==> src/rtl/sramlike_bus_arbiter_if.sv <==
// sramlike_bus_arbiter_if
// One sram-like bus: a request side (req/wr/size/addr/wdata) and a response
// side (addr_ok/data_ok/rdata).
//   modport master : drives the request, receives the handshakes
//   modport slave  : receives the request, drives the handshakes
// size encoding: 00 byte, 01 half, 10 word.
interface sramlike_bus_arbiter_if;
  logic        req;
  logic        wr;
  logic [1:0]  size;
  logic [31:0] addr;
  logic [31:0] wdata;
  logic        addr_ok;
  logic        data_ok;
  logic [31:0] rdata;

  modport master (
    output req, wr, size, addr, wdata,
    input  addr_ok, data_ok, rdata
  );

  modport slave (
    input  req, wr, size, addr, wdata,
    output addr_ok, data_ok, rdata
  );
endinterface

==> src/rtl/sramlike_bus_arbiter.sv <==
// sramlike_bus_arbiter
// Shares one sram-like slave port between the instruction-side bridge
// (master I) and the data-side bridge (master D). Address handshakes are
// serialised onto the slave, the owner of every accepted request is queued
// in issue order, and each data_ok/rdata is steered back to the master at
// the head of that queue. Zero added latency on both request and return.
//
// Ports:
//   clk, rst      clock; synchronous active-high reset
//   i_bus         slave modport, master I (instruction side)
//   d_bus         slave modport, master D (data side)
//   s_bus         master modport, toward the sram-like-to-AXI converter
//   outstanding   accepted-but-not-returned transaction count
//   protocol_err  sticky: data_ok with nothing outstanding, or a locked
//                 master dropped req before its address was accepted
//
// Parameters:
//   MAX_OUT  max outstanding transactions (power of two, 2..16)
//   OWN_W    width of the owner tag per outstanding entry (0=I, 1=D)
//
// Build option:
//   ARB_ROUND_ROBIN_EN  when defined, simultaneous requests from an
//                       unlocked state go to the master that did not win
//                       the previous address handshake (last_grant resets
//                       to D). Undefined: fixed D-over-I priority.
module sramlike_bus_arbiter #(
  parameter int MAX_OUT = 4,
  parameter int OWN_W   = 1
) (
  input  logic                      clk,
  input  logic                      rst,
  sramlike_bus_arbiter_if.slave     i_bus,
  sramlike_bus_arbiter_if.slave     d_bus,
  sramlike_bus_arbiter_if.master    s_bus,
  output logic [$clog2(MAX_OUT):0]  outstanding,
  output logic                      protocol_err
);

  localparam int PTR_W = $clog2(MAX_OUT);
  localparam int CNT_W = PTR_W + 1;

  typedef logic [OWN_W-1:0] own_t;
  localparam own_t OWN_I = own_t'(0);
  localparam own_t OWN_D = own_t'(1);

  typedef struct packed {
    logic        wr;
    logic [1:0]  size;
    logic [31:0] addr;
    logic [31:0] wdata;
  } req_t;

  typedef enum logic {IDLE = 1'b0, HOLD = 1'b1} lock_state_t;

  // ---------------------------------------------------------------------
  // State
  // ---------------------------------------------------------------------
  lock_state_t       state_q, state_d;
  own_t              lock_id_q, lock_id_d;
  logic              lock_valid;
  logic              lock_drop;

  own_t              tag_q [MAX_OUT];
  logic [PTR_W-1:0]  wp_q, rp_q;
  logic [CNT_W-1:0]  cnt_q;
  logic              err_q;

`ifdef ARB_ROUND_ROBIN_EN
  own_t              last_grant_q;
`endif

  // ---------------------------------------------------------------------
  // Owner selection
  // ---------------------------------------------------------------------
  logic  has_owner;
  own_t  owner;
  logic  owner_is_d;
  logic  owner_req;
  logic  full, empty;
  logic  s_req;
  logic  push, pop;
  own_t  head;
  req_t  i_r, d_r, s_r;

  assign lock_valid = (state_q == HOLD);
  assign full       = (cnt_q == CNT_W'(MAX_OUT));
  assign empty      = (cnt_q == '0);
  assign head       = tag_q[rp_q];

  always_comb begin
    has_owner = 1'b1;
    owner     = OWN_I;
    if (lock_valid) begin
      // a pending unacknowledged request keeps its grant
      owner = lock_id_q;
    end else if (d_bus.req && i_bus.req) begin
`ifdef ARB_ROUND_ROBIN_EN
      owner = (last_grant_q == OWN_D) ? OWN_I : OWN_D;
`else
      owner = OWN_D;
`endif
    end else if (d_bus.req) begin
      owner = OWN_D;
    end else if (i_bus.req) begin
      owner = OWN_I;
    end else begin
      has_owner = 1'b0;
    end
  end

  assign owner_is_d = (owner == OWN_D);
  assign owner_req  = has_owner & (owner_is_d ? d_bus.req : i_bus.req);

  // ---------------------------------------------------------------------
  // Slave forwarding; with no owner the fields follow master I
  // ---------------------------------------------------------------------
  assign i_r = '{wr: i_bus.wr, size: i_bus.size, addr: i_bus.addr, wdata: i_bus.wdata};
  assign d_r = '{wr: d_bus.wr, size: d_bus.size, addr: d_bus.addr, wdata: d_bus.wdata};
  assign s_r = (has_owner && owner_is_d) ? d_r : i_r;

  // handshakes are held low while reset is asserted
  assign s_req       = ~rst & owner_req & ~full;
  assign s_bus.req   = s_req;
  assign s_bus.wr    = s_r.wr;
  assign s_bus.size  = s_r.size;
  assign s_bus.addr  = s_r.addr;
  assign s_bus.wdata = s_r.wdata;

  assign push = s_req & s_bus.addr_ok;
  assign pop  = ~rst & s_bus.data_ok & ~empty;

  assign i_bus.addr_ok = push & ~owner_is_d;
  assign d_bus.addr_ok = push &  owner_is_d;

  // ---------------------------------------------------------------------
  // Return routing: combinational, steered by the queue head
  // ---------------------------------------------------------------------
  assign i_bus.data_ok = pop & (head == OWN_I);
  assign d_bus.data_ok = pop & (head == OWN_D);
  assign i_bus.rdata   = s_bus.rdata;
  assign d_bus.rdata   = s_bus.rdata;

  // ---------------------------------------------------------------------
  // Lock FSM
  // ---------------------------------------------------------------------
  always_ff @(posedge clk) begin
    if (rst) begin
      state_q   <= IDLE;
      lock_id_q <= OWN_I;
    end else begin
      state_q   <= state_d;
      lock_id_q <= lock_id_d;
    end
  end

  always_comb begin
    state_d   = state_q;
    lock_id_d = lock_id_q;
    lock_drop = 1'b0;
    unique case (state_q)
      IDLE: begin
        if (s_req && !s_bus.addr_ok) begin
          state_d   = HOLD;
          lock_id_d = owner;
        end
      end
      HOLD: begin
        // locked master withdrew its request before it was accepted
        if (!owner_req) begin
          state_d   = IDLE;
          lock_drop = 1'b1;
        end else if (s_req && s_bus.addr_ok) begin
          state_d = IDLE;
        end
        // while full, s_req is 0 and the lock simply persists
      end
      default: state_d = IDLE;
    endcase
  end

  // ---------------------------------------------------------------------
  // Order FIFO of owner tags. A push and pop in the same cycle both take
  // effect; a data_ok on an empty queue is dropped but a same-cycle push
  // is still recorded.
  // ---------------------------------------------------------------------
  always_ff @(posedge clk) begin
    if (rst) begin
      wp_q  <= '0;
      rp_q  <= '0;
      cnt_q <= '0;
    end else begin
      if (push) begin
        tag_q[wp_q] <= owner;
        wp_q        <= wp_q + PTR_W'(1);
      end
      if (pop) rp_q <= rp_q + PTR_W'(1);
      unique case ({push, pop})
        2'b10:   cnt_q <= cnt_q + CNT_W'(1);
        2'b01:   cnt_q <= cnt_q - CNT_W'(1);
        default: cnt_q <= cnt_q;
      endcase
    end
  end

  assign outstanding = cnt_q;

  // ---------------------------------------------------------------------
  // Sticky protocol error
  // ---------------------------------------------------------------------
  always_ff @(posedge clk) begin
    if (rst)                                   err_q <= 1'b0;
    else if ((s_bus.data_ok && empty) || lock_drop) err_q <= 1'b1;
  end

  assign protocol_err = err_q;

`ifdef ARB_ROUND_ROBIN_EN
  always_ff @(posedge clk) begin
    if (rst)       last_grant_q <= OWN_D;
    else if (push) last_grant_q <= owner;
  end
`endif

endmodule

==> src/flat_wrapper.sv <==
// flat-port wrapper written by rule: the top's interface ports become plain ports
module sramlike_bus_arbiter_flat 
#(
  parameter int MAX_OUT = 4,
  parameter int OWN_W   = 1
)
  (clk, rst, outstanding, protocol_err, i_bus_req, i_bus_wr, i_bus_size, i_bus_addr, i_bus_wdata, i_bus_addr_ok, i_bus_data_ok, i_bus_rdata, d_bus_req, d_bus_wr, d_bus_size, d_bus_addr, d_bus_wdata, d_bus_addr_ok, d_bus_data_ok, d_bus_rdata, s_bus_req, s_bus_wr, s_bus_size, s_bus_addr, s_bus_wdata, s_bus_addr_ok, s_bus_data_ok, s_bus_rdata);
  sramlike_bus_arbiter_if i_bus_i ();
  sramlike_bus_arbiter_if d_bus_i ();
  sramlike_bus_arbiter_if s_bus_i ();
  input  logic clk;
  input  logic rst;
  output logic [$clog2(MAX_OUT):0] outstanding;
  output logic protocol_err;
  input wire logic [$bits(i_bus_i.req)-1:0] i_bus_req;
  input wire logic [$bits(i_bus_i.wr)-1:0] i_bus_wr;
  input wire logic [$bits(i_bus_i.size)-1:0] i_bus_size;
  input wire logic [$bits(i_bus_i.addr)-1:0] i_bus_addr;
  input wire logic [$bits(i_bus_i.wdata)-1:0] i_bus_wdata;
  output wire logic [$bits(i_bus_i.addr_ok)-1:0] i_bus_addr_ok;
  output wire logic [$bits(i_bus_i.data_ok)-1:0] i_bus_data_ok;
  output wire logic [$bits(i_bus_i.rdata)-1:0] i_bus_rdata;
  input wire logic [$bits(d_bus_i.req)-1:0] d_bus_req;
  input wire logic [$bits(d_bus_i.wr)-1:0] d_bus_wr;
  input wire logic [$bits(d_bus_i.size)-1:0] d_bus_size;
  input wire logic [$bits(d_bus_i.addr)-1:0] d_bus_addr;
  input wire logic [$bits(d_bus_i.wdata)-1:0] d_bus_wdata;
  output wire logic [$bits(d_bus_i.addr_ok)-1:0] d_bus_addr_ok;
  output wire logic [$bits(d_bus_i.data_ok)-1:0] d_bus_data_ok;
  output wire logic [$bits(d_bus_i.rdata)-1:0] d_bus_rdata;
  output wire logic [$bits(s_bus_i.req)-1:0] s_bus_req;
  output wire logic [$bits(s_bus_i.wr)-1:0] s_bus_wr;
  output wire logic [$bits(s_bus_i.size)-1:0] s_bus_size;
  output wire logic [$bits(s_bus_i.addr)-1:0] s_bus_addr;
  output wire logic [$bits(s_bus_i.wdata)-1:0] s_bus_wdata;
  input wire logic [$bits(s_bus_i.addr_ok)-1:0] s_bus_addr_ok;
  input wire logic [$bits(s_bus_i.data_ok)-1:0] s_bus_data_ok;
  input wire logic [$bits(s_bus_i.rdata)-1:0] s_bus_rdata;
  assign i_bus_i.req = i_bus_req;
  assign i_bus_i.wr = i_bus_wr;
  assign i_bus_i.size = i_bus_size;
  assign i_bus_i.addr = i_bus_addr;
  assign i_bus_i.wdata = i_bus_wdata;
  assign i_bus_addr_ok = i_bus_i.addr_ok;
  assign i_bus_data_ok = i_bus_i.data_ok;
  assign i_bus_rdata = i_bus_i.rdata;
  assign d_bus_i.req = d_bus_req;
  assign d_bus_i.wr = d_bus_wr;
  assign d_bus_i.size = d_bus_size;
  assign d_bus_i.addr = d_bus_addr;
  assign d_bus_i.wdata = d_bus_wdata;
  assign d_bus_addr_ok = d_bus_i.addr_ok;
  assign d_bus_data_ok = d_bus_i.data_ok;
  assign d_bus_rdata = d_bus_i.rdata;
  assign s_bus_req = s_bus_i.req;
  assign s_bus_wr = s_bus_i.wr;
  assign s_bus_size = s_bus_i.size;
  assign s_bus_addr = s_bus_i.addr;
  assign s_bus_wdata = s_bus_i.wdata;
  assign s_bus_i.addr_ok = s_bus_addr_ok;
  assign s_bus_i.data_ok = s_bus_data_ok;
  assign s_bus_i.rdata = s_bus_rdata;
  sramlike_bus_arbiter #(.MAX_OUT(MAX_OUT), .OWN_W(OWN_W)) u_core (.clk(clk), .rst(rst), .i_bus(i_bus_i), .d_bus(d_bus_i), .s_bus(s_bus_i), .outstanding(outstanding), .protocol_err(protocol_err));
endmodule
==> config.mk <==
export PLATFORM = sky130hd
export DESIGN_NAME = sramlike_bus_arbiter_flat
export DESIGN_NICKNAME = d
export VERILOG_FILES = /design/src/rtl/sramlike_bus_arbiter_if.sv /design/src/rtl/sramlike_bus_arbiter.sv /design/src/flat_wrapper.sv
export SDC_FILE = /design/constraint.sdc
export NUM_CORES = 1
export LEC_CHECK = 0
export BUFFER_PORTS_ARGS = -buffer_cell sky130_fd_sc_hd__buf_2
export CAP_MARGIN = 15
export CORE_AREA = 10 10 114 116
export CTS_CLUSTER_SIZE = 30
export DETAILED_ROUTE_END_ITERATION = 6
export DIE_AREA = 0 0 124 126
export PLACE_DENSITY = 0.53
export SLEW_MARGIN = 10
export SYNTH_ARGS = -nofsm -noshare
export SYNTH_HDL_FRONTEND = slang
export SYNTH_SLANG_ARGS = --single-unit
==> constraint.sdc <==
create_clock -name clk -period 2.7 [get_ports clk]
set_input_delay 0.27 -clock clk [delete_from_list [all_inputs] [get_ports clk]]
set_output_delay 0.27 -clock clk [all_outputs]
set_load 0.05 [all_outputs]
* Yosys cells after proc, flatten, opt, wreduce, memory -nomap -nowiden
Memories as Yosys holds them, arrays and structs flattened. A register that Yosys moved wholly into a read port is not among the register bits.
Cells that the tools add are included.
** Word-level totals
- Bits in registers :: 10
- Output and inout bits :: 140
- Word-level logic and storage cells :: 61
- Memory bits (writable) :: 4
- Memories kept :: 1
- Input port bits :: 172
** Operators by class
- Reduce and logical (&&, ||, !) cells :: 10
- $add $sub $neg :: 4
- Bitwise operators :: 16
- Multiplexer cells :: 21
- Equal/unequal tests :: 3
** Memory list
- u_core.tag_q :: depth 4, width 1, read ports 1, clocked after memory_dff 1, wr ports 1, line sramlike_bus_arbiter.sv:63 : own_t tag_q [MAX_OUT];
** Operators by type and width (count)
- $mux W67 :: 1
- $mux W1 :: 16
- $and A1 B1 Y1 :: 10
- $not A1 Y1 :: 6
- $pmux W3 S2 :: 1
- $logic_and A1 B1 Y1 :: 5
- $add A2 B1 Y2 const B :: 2
- $mux W2 :: 2
- $add A3 B1 Y3 const B :: 1
- $eq A3 B3 Y1 const B :: 1
- $logic_not A3 Y1 :: 1
- $sub A3 B1 Y3 const B :: 1
- $eq A2 B1 Y1 const B :: 1
- $eq A2 B2 Y1 const B :: 1
- $pmux W1 S2 :: 1
- $reduce_and A2 Y1 :: 1
- $reduce_bool A2 Y1 :: 1
- $logic_not A1 Y1 :: 1
- $logic_or A1 B1 Y1 :: 1

* Depth between registers and ports, before layout
Gate-level depths: netlist of run 1.
- Depth after elaboration :: 11
- Depth in mapped cells :: 10
- Mapped depth without buffers :: 10

* Least setup slack after synthesis of run 1
No wires, ideal clock.
- Path kind :: reg2reg
- Start :: register u_core.cnt_q[0], in the netlist u_core.outstanding[0]
- End :: register u_core.cnt_q[2], in the netlist u_core.outstanding[2]
- Setup time :: 71 ps
- Setup slack :: 198 ps
- Path buffers :: 0
- Arrival time :: 2431 ps
- Clock period less this slack :: 2502 ps
- Data required time :: 2629 ps
- Stages on the path, launching flop included :: 9
- Cells stage by stage :: dfxtp_1 -> nor3_1 -> nor3b_1 -> ha_1 -> inv_1 -> fa_1 -> xor2_1 -> or3_1 -> a21oi_1
** Between the ends
- Elaborated cells on any way between the ends :: 13
** RTL lines
- start: declaration :: line sramlike_bus_arbiter.sv:65 : logic [CNT_W-1:0] cnt_q;
- start signal: assignment :: line sramlike_bus_arbiter.sv:198 : 2'b10: cnt_q <= cnt_q + CNT_W'(1);
- start signal: assignment :: line sramlike_bus_arbiter.sv:199 : 2'b01: cnt_q <= cnt_q - CNT_W'(1);
- start signal: assignment :: line sramlike_bus_arbiter.sv:200 : default: cnt_q <= cnt_q;
- $logic_not A3 Y1 * :: line sramlike_bus_arbiter.sv:87 : assign empty = (cnt_q == '0);
- $not A1 Y1 * :: line sramlike_bus_arbiter.sv:130 : assign pop = ~rst & s_bus.data_ok & ~empty;
- $and A1 B1 Y1 * :: line sramlike_bus_arbiter.sv:130
- via u_core.pop :: line sramlike_bus_arbiter.sv:81 : logic push, pop;
- $eq A2 B1 Y1 / $eq A2 B2 Y1 (equally long branches) :: line sramlike_bus_arbiter.sv:197 : unique case ({push, pop})
- $pmux W3 S2 / $reduce_bool A2 Y1 (equally long branches)
Mark *: on every way through the listed nets, which the timed path passes. The rest lies on a longest branch.
A chain may end at the register's enable or synchronous reset.

* Worst setup path after layout of run 1
- Start :: register u_core.lock_id_q
- End :: register u_core.cnt_q[2], in the netlist u_core.outstanding[2]
** Between the ends
- Longest elaborated chain between the ends :: 8
- Elaborated cells on any way between the ends :: 10
** RTL lines
- start: declaration :: line sramlike_bus_arbiter.sv:59 : own_t lock_id_q, lock_id_d;
- start signal: assignment :: line sramlike_bus_arbiter.sv:152 : lock_id_q <= lock_id_d;
- $mux W1 * :: line sramlike_bus_arbiter.sv:93 : if (lock_valid) begin
- $mux W1 * :: line sramlike_bus_arbiter.sv:112 : assign owner_req = has_owner & (owner_is_d ? d_bus.req : i_bus.req);
- $and A1 B1 Y1 * :: line sramlike_bus_arbiter.sv:112
- $and A1 B1 Y1 * (2 in series) :: line sramlike_bus_arbiter.sv:122 : assign s_req = ~rst & owner_req & ~full;
- $and A1 B1 Y1 * :: line sramlike_bus_arbiter.sv:129 : assign push = s_req & s_bus.addr_ok;
- $eq A2 B1 Y1 / $eq A2 B2 Y1 (equally long branches) :: line sramlike_bus_arbiter.sv:197
- $pmux W3 S2 / $reduce_bool A2 Y1 (equally long branches)
Every way passes the cells marked *; elsewhere a longest branch is shown, timed or not.

==> results of run 1 <==
-- cells in the mapped netlist (all sizes together), types with 2 or more instances --
master,instances
inv,9
ha,5
xor2,2
and3,4
dfxtp,12
nand3,2
xnor2,2
mux2,67
a21oi,4
edfxtp,4
buf,71
and2,2
o21ai,2
nor2,13
clkbuf,2
-- layout make-up --
class                   instances  area, um^2  area share [%]
clock buffers                   4       45.04           1.554
inverters                       9       33.78           1.166
multi-input cells             122        1165           40.20
flip-flops and latches         16       360.3           12.44
well taps                     140       175.2           6.045
repair buffers                219        1119           38.60
-- per-stage QoR --
step                total power, mW  area, um^2  worst slack, ns  utilization, %  cells
floorplan                     1.137        2074           0.1983               -    220
global placement              1.131        2853           0.4116           26.67    506
detailed placement            1.140        2853           0.3700           26.67    506
CTS                           1.330        2898           0.3323           27.09    510
global route                  1.386        2898          0.08095           27.09    510
finish                        1.313        2898           0.3231           27.09    510
-- layer usage --
layer | share of wire (%) | track usage [%]
met4 | 1.3 | 2.236
met5 | 0 | 0
met3 | 13 | 6.479
met2 | 52 | 20.02
met1 | 34 | 11.73
-- critical path, cell delays in order, from the launching register on --
cell	delay (ns)
dfxtp_1	0.41
a21boi_0	0.15
o2bb2ai_1	0.30
nor2_1	0.12
inv_1	0.11
ha_1	0.18
inv_1	0.07
fa_1	0.38
xor2_1	0.16
or3_1	0.31
a21oi_1	0.14
-- worst max-delay path by stage --
stage / startpoint / end / slack (ns) / depth (start not counted)
after floorplan: u_core.outstanding[0]$_SDFFE_PP0P_ / u_core.outstanding[2]$_SDFFE_PP0P_ / 0.20 / 8
after global placement: i_bus_req / u_core.outstanding[2]$_SDFFE_PP0P_ / 0.41 / 11
after detailed placement: u_core.lock_id_q$_SDFFE_PP0P_ / u_core.outstanding[2]$_SDFFE_PP0P_ / 0.37 / 10
after CTS: u_core.lock_id_q$_SDFFE_PP0P_ / u_core.outstanding[2]$_SDFFE_PP0P_ / 0.33 / 10
after global routing: u_core.lock_id_q$_SDFFE_PP0P_ / u_core.outstanding[2]$_SDFFE_PP0P_ / 0.08 / 10
final: u_core.lock_id_q$_SDFFE_PP0P_ / u_core.outstanding[2]$_SDFFE_PP0P_ / 0.32 / 10
-- logic make-up after synthesis --
logic type               count (synthesis)  share of synthesized area, %
buffers and inverters                   82                         27.08
multiplexers                            69                         37.94
AND/OR/NAND/NOR                         28                         6.816
flip-flops                              16                         17.37
AO/OA/AOI/OAI                           15                         5.128
adder cells (fa/ha/maj)                  6                         3.981
XOR/XNOR                                 4                         1.689
-- where the power goes --
group	internal [mW]	switching, mW
Clock	0.105	0.0826
Combinational	0.273	0.580
Sequential	0.260	0.0121
==> run summary, run 1 <==
status: finished clean
ys flop type: dfxtp_1
Synth cell types: 36
fill count: 1180
cells taking the most area after synthesis: mux2_2 (32%), buf_4 (24%), dfxtp_1 (12%)
IO Port Bufs: 215
reg-to-reg critical path endpoint: u_core.outstanding[2]$_SDFFE_PP0P_
H-tree Lvls: 1
post-route clock period utilization: 88.03%
Hold Buf Count CTS: 0
die area: 15620 um^2
# rows: 38
Skew-Pair Late Insertion Delay: 0.25 ns
syn avg cell area: 9.429 um^2
Overflow after GRT: 0
Mapped Nets: 398
drt pass-1 iters: 4
Tightest Pin Transition: 0.6605 ns
Worst R2R Start: u_core.lock_id_q$_SDFFE_PP0P_
gr usage total: 11.48%
largest net degree at the start of global routing: 51
CTS Buf Count: 3
headroom to the max-slew limit: 54.83%
most common cell after layout, fill and taps aside: buf_2
worst vdd ir: 0.2047 mV
Detail Route Antenna Nets: 0
vias in the first global route: 2432
number of diodes: 0
CTS tree: built
Via Count: 2080
worst-path fanout max: 4
Mapped Cells: 220
Layout Nets: 549
clock-pin transition on the worst setup and hold timing paths: 0.06 ns
Req. time, crit path: 2.89 ns
Yosys top cell area share: 32.03%
Post-synth EDFFs: 4
Finish-stage setup viols: 0
setup TNS: 0 ns
clock skew: 0.002481 ns
initial antenna violation count: 0
final hold violations: 0
clock root cell: clkbuf_8
Ys Warns: 0
die width: 124 um
die height: 126 um
clock sink count: 16
Post-CTS Resized: 0
most frequent cells in the layout: buf_2 (215), mux2_2 (59), nor2_1 (13)
worst hold endpoint: u_core.protocol_err$_SDFFE_PP0P_
Final min period: 2.377 ns
clk buf depth: 2
1st-iter DRT viols: 40
r2r setup slk: 0.32 ns
fraction of registers with async set/reset: 0%
RSZ-0062 raised after global routing: false
hold depth: 3
hold slack: 0.3059 ns
post-DP HPWL: 8.718 mm
final wirelength: 9.547 mm
R2R cell count: 10
DRC: 0
WL/cell: 18.72 um
initial core utilization: 19.39%
IO Pins: 312
Max Freq: 420.7 MHz
Max Cap Viol: 0
Setup Buffers After CTS: 0
Pleak: 1.478 nW
post-synth top area cell: mux2_2
PwrDens: 453.0 nW/um^2
area grow syn2layout: 39.69%
min-delay src: s_bus_data_ok
core footprint: 10700 um^2
Vias/cell: 4.078
post-synthesis cell area: 2074 um^2
Worst EP arrival: 2.56 ns
fraction of final layout cells sized beyond drive strength 1: 76.49%
GP Congestion: 0.7239
Hold Path Class: in2reg
critical setup path kind: reg2reg
Worst setup SP type: flip-flop
Crit. End Element: flip-flop
sequential area share after synthesis: 17.37%
Synth Register Bits: 16
first-pass GRT wire length: 14.33 mm
Final Slew Violations: 0
Note: power is estimated with default switching activity, not from simulation.
==> run 2: changes to the inputs <==
- ABC_AREA: unset -> 1
- CORE_AREA: 10 10 114 116 -> 10 10 112 114
- DIE_AREA: 0 0 124 126 -> 0 0 122 124
- PLACE_DENSITY: 0.53 -> 0.56
- SETUP_SLACK_MARGIN: unset -> 0.2
==> run 2 against run 1 <==
Compared with the run above: critical path depth shrank 4; die area fell by 3.2%; clock skew down 0.00094 ns; global-route usage shrank 0.54 points; combinational power increased by 12%; sequential share of layout area fell by 0.63 points; via count is 28% higher; critical path type is now reg2out; critical endpoint is now s_bus_addr[13]; largest cell class is now buffers.
==> run summary, run 2 <==
clock root cell: clkbuf_8
ys flop type: dfxtp_1
met3 WL post-DR: 1.129 mm (-8.7%)
cells taking the most area after synthesis: nand2_1 (38%), buf_4 (23%), dfxtp_1 (11%)
clock skew: 0.001537 ns (-0.0009441 ns)
post-synthesis cell area: 2178 um^2 (+5.0%)
Post-CTS Resized: 0 (unchanged)
Worst setup SP type: flip-flop
# rows: 37 (-2.6%)
post-synth top area cell: nand2_1
Pleak: 1.926 nW (+30%)
fill count: 1148 (-2.7%)
fraction of registers with async set/reset: 0% (unchanged)
Max Freq: 449.7 MHz (+6.9%)
area occupied by multi-input gates: 1167 um^2 (+0.21%)
CTS tree: built
largest net degree at the start of global routing: 73 (+43%)
final hold violations: 0 (unchanged)
drt pass-1 iters: 4 (unchanged)
most frequent cells in the layout: nand2_1 (221), buf_2 (207), inv_1 (18), nor2_1 (18), dfxtp_1 (12)
die area: 15130 um^2 (-3.2%)
Finish-stage setup viols: 0 (unchanged)
post-route clock period utilization: 82.36% (-5.7 points)
Final Slew Violations: 0 (unchanged)
Req. time, crit path: 2.43 ns (-0.46 ns)
Worst EP arrival: 1.95 ns (-0.61 ns)
DP Worst Slack: 0.6455 ns (+0.2754 ns)
status: finished clean
CTS Buf Count: 3 (unchanged)
synth cell count leaders: nand2_1 (221), buf_4 (66), inv_1 (18), nor2_1 (18), dfxtp_1 (12)
Synth Register Bits: 16 (unchanged)
syn avg cell area: 5.600 um^2 (-41%)
sequential area share after synthesis: 16.54% (-0.83 points)
Skew-Pair Late Insertion Delay: 0.24 ns (about the same)
vias in the first global route: 2640 (+8.6%)
post-DP HPWL: 8.609 mm (-1.3%)
Mapped Nets: 567 (+42%)
Overflow after GRT: 0 (unchanged)
Max Cap Viol: 0 (unchanged)
IO Port Bufs: 215 (unchanged)
setup ws final: 0.4762 ns (+0.1531 ns)
initial core utilization: 21.29% (+1.9 points)
critical setup path kind: reg2out
met2 WL: 4.909 mm (-0.99%)
IO Pins: 312 (unchanged)
Final Instance Area: 3052 um^2 (+5.3%)
max layer used: met4
worst vdd ir: 0.1763 mV (-14%)
H-tree Lvls: 1 (unchanged)
initial antenna violation count: 1 (+1)
area grow syn2layout: 40.09%
count leader, synth: nand2_1
Crit. End Element: output pin
Hold Buf Count CTS: 0 (unchanged)
most common cell after layout, fill and taps aside: nand2_1
gr usage total: 10.94% (-0.54 points)
WL/cell: 14.53 um (-22%)
fraction of final layout cells sized beyond drive strength 1: 43.23% (-33 points)
Setup Buffers After CTS: 0 (unchanged)
clock sink count: 16 (unchanged)
Detail Route Antenna Nets: 0 (unchanged)
Ys Warns: 0 (unchanged)
Post-synth EDFFs: 4 (unchanged)
Via Count: 2666 (+28%)
Layout Nets: 711 (+30%)
worst-path fanout max: 72 (+68)
die height: 124 um (-1.6%)
Final min period: 2.224 ns (-0.1531 ns)
headroom to the max-slew limit: 52.94% (-1.9 points)
Placed Instance Area: 3004 um^2 (+5.3%)
DRC: 0 (unchanged)
first-pass GRT wire length: 13.68 mm (-4.5%)
Hold Path Class: in2reg
final wirelength: 9.718 mm (+1.8%)
Mapped Cells: 389 (+77%)
1st-iter DRT viols: 82 (+110%)
Tightest Pin Transition: 0.7059 ns (+0.04545 ns)
setup TNS: 0 ns (unchanged)
Yosys top cell area share: 38.08% (+6.1 points)
GP Congestion: 0.8026 (+11%)
sequential cell area: 360.3 um^2 (unchanged)
RSZ-0062 raised after global routing: false
M1 wire length: 3.613 mm (+12%)
Synth cell types: 24 (-33%)
core footprint: 10230 um^2 (-4.4%)
clock-pin transition on the worst setup and hold timing paths: 0.06 ns (about the same)
clk buf depth: 2 (unchanged)
Vias/cell: 3.985 (-2.3%)
die width: 122 um (-1.6%)
PwrDens: 461.6 nW/um^2 (+1.9%)
-- run 2: cell count changes in the layout (fill, tap and decap cells not counted), sizes merged, moves of 3 or more --
| cell | change |
|---|---|
| nand2 | +223 |
| mux2 | -67 |
| inv | +12 |
| nand3 | +5 |
| nor2 | +5 |
| and3 | -4 |
| a21oi | +3 |
| nand4 | +3 |
| o21ai | +3 |
-- run 2: critical path, cell delays in order, from the launching register on --
cell	delay, ns
dfxtp_1	0.40
nand2_1	0.12
nand2_2	0.09
buf_4	0.53
nand2_1	0.12
nand2_1	0.11
buf_2	0.26
-- run 2: power breakdown --
group          switching [mW]  internal [mW]
logic                   0.684          0.268
registers              0.0125          0.262
clock network          0.0781          0.104
-- run 2: logic make-up (layout without fill, tap and decap cells) --
| family | after synthesis | in the layout | synth area share, % |
|---|---|---|---|
| simple gates | 253 | 253 | 45.84 |
| buf+inv | 100 | 243 | 29.87 |
| xor+xnor | 1 | 1 | 0.4021 |
| flops | 16 | 16 | 16.54 |
| compound gates | 13 | 13 | 3.561 |
| fa+ha+maj | 6 | 6 | 3.791 |
| other cells | 0 | 1 | 0 |
-- run 2: area by class of cell --
cell class,instances,share of cell area (%)
well taps,136,5.576
flip-flops and latches,16,11.81
repair buffers,217,40.10
clock buffers,4,1.476
inverters,22,2.706
diodes,1,0.08200
multi-input cells,273,38.25
-- run 2: worst paths after layout --
path,slack (ns),depth (start not counted),startpoint,end
max reg2reg,0.65,11,u_core.lock_valid$_SDFF_PP0_,u_core.outstanding[2]$_SDFFE_PP0P_
min reg2reg,0.49,2,u_core.protocol_err$_SDFFE_PP0P_,u_core.protocol_err$_SDFFE_PP0P_
max,0.48,6,u_core.lock_valid$_SDFF_PP0_,s_bus_addr[13]
min,0.27,2,rst,u_core.protocol_err$_SDFFE_PP0P_
-- run 2: per-layer routing --
| layer | track usage [%] | vias to the layer above |
|---|---|---|
| li1 | - | 1389 |
| met1 | 11.72 | 1127 |
| met2 | 19.15 | 144 |
| met3 | 5.611 | 6 |
| met4 | 1.863 | 0 |
| met5 | 0 | - |
-- run 2: through the flow --
stage               utilization (%)  cells  hold slack, ns  total power, mW
floorplan                         -    389          0.3394            1.178
global placement              29.36    664          0.4627            1.233
detailed placement            29.36    664          0.4828            1.242
CTS                           29.80    668          0.2714            1.429
global route                  29.80    668          0.2829            1.492
finish                        29.83    669          0.2728            1.409
